==> src/rtl/fifo_wr_arbiter.sv <==
// fifo_wr_arbiter
// Round-robin write arbiter sharing one synchronous FIFO write port among
// NUM_REQ requesters. A winner keeps the port for one burst, which ends on an
// accepted req_last beat or after MAX_BURST accepted beats. The winner then
// drops to lowest priority. Data is muxed straight onto the FIFO write port,
// and fifo_full stalls the burst without losing or repeating a beat.
module fifo_wr_arbiter #(
  parameter int NUM_REQ   = 4,
  parameter int DATA_W    = 8,
  parameter int MAX_BURST = 8
) (
  input  logic                      clk,
  input  logic                      rst,
  input  logic [NUM_REQ-1:0]        req_valid,
  input  logic [NUM_REQ*DATA_W-1:0] req_data,
  input  logic [NUM_REQ-1:0]        req_last,
  output logic [NUM_REQ-1:0]        req_ready,
  output logic [NUM_REQ-1:0]        grant,
  output logic                      busy,
  output logic                      fifo_wr_en,
  output logic [DATA_W-1:0]         fifo_wr_data,
  input  logic                      fifo_full
);

  localparam int IDX_W = (NUM_REQ > 1) ? $clog2(NUM_REQ) : 1;
  localparam int CNT_W = $clog2(MAX_BURST + 1);

  // Beat count at which the next accepted beat closes the burst.
  localparam logic [CNT_W-1:0] LAST_CNT = CNT_W'(MAX_BURST - 1);

  typedef enum logic {
    IDLE  = 1'b0,
    BURST = 1'b1
  } state_t;

  state_t              state;
  logic [IDX_W-1:0]    rr_ptr;    // highest-priority requester for the next arbitration
  logic [IDX_W-1:0]    g_idx;     // binary index of the current grant, used for muxing
  logic [CNT_W-1:0]    beat_cnt;  // beats accepted so far in the current burst

  logic [DATA_W-1:0]   req_word [NUM_REQ];
  logic                any_valid;
  logic [IDX_W-1:0]    winner;
  logic                accept;
  logic                burst_done;

  // Wrap-around increment of a requester index.
  function automatic logic [IDX_W-1:0] next_idx(input logic [IDX_W-1:0] idx);
    if (int'(idx) == NUM_REQ - 1) return '0;
    return idx + IDX_W'(1);
  endfunction

  // One-hot vector with bit idx set.
  function automatic logic [NUM_REQ-1:0] onehot(input logic [IDX_W-1:0] idx);
    return {{(NUM_REQ-1){1'b0}}, 1'b1} << idx;
  endfunction

  // Unpack the flat requester data bus into one word per requester.
  for (genvar i = 0; i < NUM_REQ; i++) begin : g_unpack
    assign req_word[i] = req_data[i*DATA_W +: DATA_W];
  end

  // Round-robin search: first valid requester starting at rr_ptr, wrapping.
  always_comb begin
    logic [IDX_W-1:0] cand;
    logic             found;
    // NOTE: every variable gets a default before any branch, so no path leaves one unassigned and no latch is inferred.
    any_valid = |req_valid;
    winner    = rr_ptr;
    cand      = rr_ptr;
    found     = 1'b0;
    for (int i = 0; i < NUM_REQ; i++) begin
      if (!found && req_valid[cand]) begin
        winner = cand;
        found  = 1'b1;
      end
      cand = next_idx(cand);
    end
  end

  // Port mux: only the granted requester sees ready and reaches the FIFO.
  always_comb begin
    req_ready    = '0;
    fifo_wr_en   = 1'b0;
    fifo_wr_data = '0;
    if (state == BURST) begin
      req_ready    = fifo_full ? '0 : grant;
      fifo_wr_en   = req_valid[g_idx] & ~fifo_full;
      fifo_wr_data = req_word[g_idx];
    end
  end

  // A beat is accepted exactly when it is written into the FIFO.
  assign accept     = fifo_wr_en;
  assign burst_done = accept & (req_last[g_idx] | (beat_cnt == LAST_CNT));

  // Arbitration FSM; grant and busy are registered with the state.
  always_ff @(posedge clk) begin
    // NOTE: non-blocking assignments so every register samples pre-edge values and update order inside the block is irrelevant.
    if (rst) begin
      state    <= IDLE;
      grant    <= '0;
      busy     <= 1'b0;
      g_idx    <= '0;
      rr_ptr   <= '0;
      beat_cnt <= '0;
    end else begin
      case (state)
        IDLE: begin
          if (any_valid) begin
            state    <= BURST;
            grant    <= onehot(winner);
            busy     <= 1'b1;
            g_idx    <= winner;
            beat_cnt <= '0;
          end
        end
        BURST: begin
          if (burst_done) begin
            state    <= IDLE;
            grant    <= '0;
            busy     <= 1'b0;
            beat_cnt <= '0;
            rr_ptr   <= next_idx(g_idx);
          end else if (accept) begin
            beat_cnt <= beat_cnt + CNT_W'(1);
          end
        end
        default: begin
          state <= IDLE;
          grant <= '0;
          busy  <= 1'b0;
        end
      endcase
    end
  end

  // Structural invariants of the arbiter.
  a_grant_onehot0 : assert property (@(posedge clk) disable iff (rst) $onehot0(grant));
  a_busy_matches  : assert property (@(posedge clk) disable iff (rst) busy == (grant != '0));
  a_no_write_full : assert property (@(posedge clk) disable iff (rst) fifo_full |-> !fifo_wr_en);
  a_cnt_in_range  : assert property (@(posedge clk) disable iff (rst) beat_cnt <= LAST_CNT);

endmodule

==> config.mk <==
export PLATFORM = sky130hd
export DESIGN_NAME = fifo_wr_arbiter
export DESIGN_NICKNAME = d
export VERILOG_FILES = /design/src/rtl/fifo_wr_arbiter.sv
export SDC_FILE = /design/constraint.sdc
export NUM_CORES = 1
export LEC_CHECK = 0
export BUFFER_PORTS_ARGS = -buffer_cell sky130_fd_sc_hd__buf_2
export CAP_MARGIN = 5
export CORE_ASPECT_RATIO = 0.5
export CORE_MARGIN = 8
export CORE_UTILIZATION = 42
export CTS_CLUSTER_SIZE = 14
export DETAILED_ROUTE_END_ITERATION = 8
export PLACE_DENSITY = 0.76
export REMOVE_ABC_BUFFERS = 1
export SLEW_MARGIN = 30
export SYNTH_ARGS = -nofsm -noshare
export SYNTH_HDL_FRONTEND = slang
export SYNTH_SLANG_ARGS = --single-unit
==> constraint.sdc <==
create_clock -name clk -period 2.39 [get_ports clk]
set_input_delay 0.239 -clock clk [delete_from_list [all_inputs] [get_ports clk]]
set_output_delay 0.239 -clock clk [all_outputs]
set_load 0.02 [all_outputs]
==> results.sh <==
export IMPL_cts_tree="done"
export IMPL_place_ws_ns=0.0384
export IMPL_numPortBuffers=60
export IMPL_cp_max_fo=23
export IMPL_postSynthAreaPerCell_um2=9.02
export IMPL_seq_area_frac_synth_pct=21.0
export IMPL_critical_path_endpoint_type="flop"
export IMPL_die_y_um=55.9
export IMPL_drcViolationCount=0
export IMPL_power_mw=0.832
export IMPL_synthArstFlopShare_pct=0
export IMPL_timing_rr_start="rr_ptr[0]"
export IMPL_antenna_found_initial=0
export IMPL_worstHoldStart="rst"
export IMPL_cts_setup_buffers=0
export IMPL_grt_max_degree=24
export IMPL_place_area_mm2=0.00170
export IMPL_synth_top_area_share_pct=21.0
export IMPL_dp_hpwl_um=3030
export IMPL_worst_slew_pin_slew_ns=0.448
export IMPL_cp_start_kind="flop"
export IMPL_clock_sinks=14
export IMPL_most_common_layout_cells="buf_2, nor2_1, dfxtp_1"
export IMPL_reg2reg_depth=7
export IMPL_skew_ns=0.00235
export IMPL_layout_commonest_cell="buf_2"
export IMPL_yosys_register_bits=14
export IMPL_min_to="busy"
export IMPL_status="completed"
export IMPL_layout_drive_gt1_share_pct=44.8
export IMPL_cts_buffers=3
export IMPL_syn2layout_area_growth_pct=34.7
export IMPL_grt_use_total_pct=14.4
export IMPL_power_leakage_nw=0.815
export IMPL_synthesis_area_mm2=0.00134
export IMPL_whs_path_depth=2
export IMPL_num_antenna_cells=0
export IMPL_r2r_setup_slack_ns=0.1
export IMPL_nNetsFinal=259
export IMPL_grt_pass1_vias=1377
export IMPL_fin_util_pct=59.7
export IMPL_setup_ws_ns=0.0954
export IMPL_timing_final_crit_period_ns=2.29
export IMPL_synth_edff_count=0
export IMPL_final_cell_area_mm2=0.00180
export IMPL_cts_hold_buffers_added=0
export IMPL_hold_class="in2reg"
export IMPL_path_class="reg2reg"
export IMPL_slew_viol_final=0
export IMPL_timing_critical_path_buf_inv=1
export IMPL_clkSlewWorstSetupHoldPaths_ns=0.06
export IMPL_synth_area_leaders="dfxtp_1, mux4_2, and2_1"
export IMPL_ant_nets=0
export IMPL_grt_ovfl_total=0
export IMPL_critPathMaxStageDelay_ns=0.42
export IMPL_die_area_mm2=0.00535
export IMPL_power_density_mw_per_mm2=463
export IMPL_cts_root_buf="clkbuf_8"
export IMPL_worstReg2RegEnd="grant[1]"
export IMPL_grt_pass1_wl_um=6350
export IMPL_cpMaxStageDelayCell="or3_4"
export IMPL_cts_resized=0
export IMPL_gp_congestion=0.933
export IMPL_min_period_over_period_pct=96.0
export IMPL_slew_limit_headroom_pct=69.4
export IMPL_worstPathArrival_ns=2.44
export IMPL_timing_setup_tns_ns=0
export IMPL_rows=14
export IMPL_routedWlPerCell_um=15.5
export IMPL_wirelength_um=3920
export IMPL_critical_path_cell_chain="buf_4 > or3_4 > a21o_1 > a211o_1 > a221oi_4 > nor2_1 > a32o_1"
export IMPL_yosys_warnings=0
export IMPL_dr_pass1_iters=4
export IMPL_drtIter0Drc=47
export IMPL_core_mm2=0.00301
export IMPL_insertion_delay_ns=0.25
export IMPL_htree_levels=1
export IMPL_drv_cap=0
export IMPL_setup_viol=0
export IMPL_cts_buffer_depth=2
export IMPL_io_pins=61
export IMPL_start_util_pct=44.3
export IMPL_fmax_ghz=0.436
export IMPL_synthDistinctLibCells=48
export IMPL_viasPerCell=5.52
export IMPL_crit_family="compound AO/OA/AOI/OAI gates"
export IMPL_synth_cells=148
export IMPL_ys_flop_type="dfxtp_1"
export IMPL_yosysTopAreaCell="dfxtp_1"
export IMPL_hold_violations=0
export IMPL_ir_worst_vdd_mv=0.195
export IMPL_die_w_um=95.7
export IMPL_vias=1390
export IMPL_required_ns=2.53
[layout make-up]
type	instances	area (µm²)
sequential	14	280
clock buffer	4	55.1
multi-input combinational	121	1030
inverter	4	15.0
fill	274	1210
timing repair buffer	69	368
tap	40	50.0
[synthesized netlist by cell type (4+ instances only)]
cell and number:
nor2_1 14, buf_2 4, a21oi_1 8, and2_1 13, inv_1 4, dfxtp_1 14
mux4_2 10, nand2b_1 4, mux2i_1 6, nand2_1 12
[stage by stage]
step	cells	hold slack (ns)
after global placement	248	0.453
after CTS	252	0.292
after floorplan	139	0.308
after global routing	252	0.304
final	252	0.300
after detailed placement	248	0.457
[cells by family (layout without fill, tap and decap cells)]
kind of cell               Yosys count  count (layout)  share of synthesized area [%]
and+or+nand+nor                     59              59                           24.5
AOI/OAI and AO/OA                   36              36                           20.3
muxes                               19              19                           23.9
DFF                                 14              14                           21.0
buffers and inverters               13              77                           4.87
xor gates and xnor gates             4               4                           2.62
adders and majority gates            3               3                           2.81
[how the worst max path moves through the flow]
stage | from | endpoint | slack (ns) | cells after the start
2_1_floorplan | rr_ptr[0] | grant[1] | -0.37 | 7
3_3_place_gp | rr_ptr[0] | grant[1] | 0.1 | 7
3_5_place_dp | rr_ptr[0] | grant[1] | 0.04 | 7
4_1_cts | rr_ptr[0] | grant[1] | 0.03 | 7
5_1_grt | rr_ptr[0] | grant[3] | -0.01 | 7
6_report | rr_ptr[0] | grant[1] | 0.1 | 7
[state kept, by name, summed over array words and instances, names as in the netlist]
signal / cells
grant: 4
busy: 1
beat_cnt: 4
g_idx: 2
rr_ptr: 2
state: 1
[power breakdown]
part | switching [mW] | leakage [nW] | internal (mW)
Clock | 0.0858 | 0.0288 | 0.146
Combinational | 0.163 | 0.672 | 0.167
Sequential | 0.0201 | 0.115 | 0.250
Total | 0.269 | 0.815 | 0.563
[per-layer routing]
layer / global-route usage [%] / vias to the layer above / part of all wire [%] / routed length, µm
li1: - / 685 / - / -
met1: 16.8 / 665 / 41 / 1620
met2: 25.6 / 36 / 52 / 2020
met3: 2.96 / 4 / 6.3 / 246
met4: 4.12 / 0 / 0.82 / 32
met5: 0 / - / 0 / 0
Note: power is estimated with default switching activity, not from simulation.
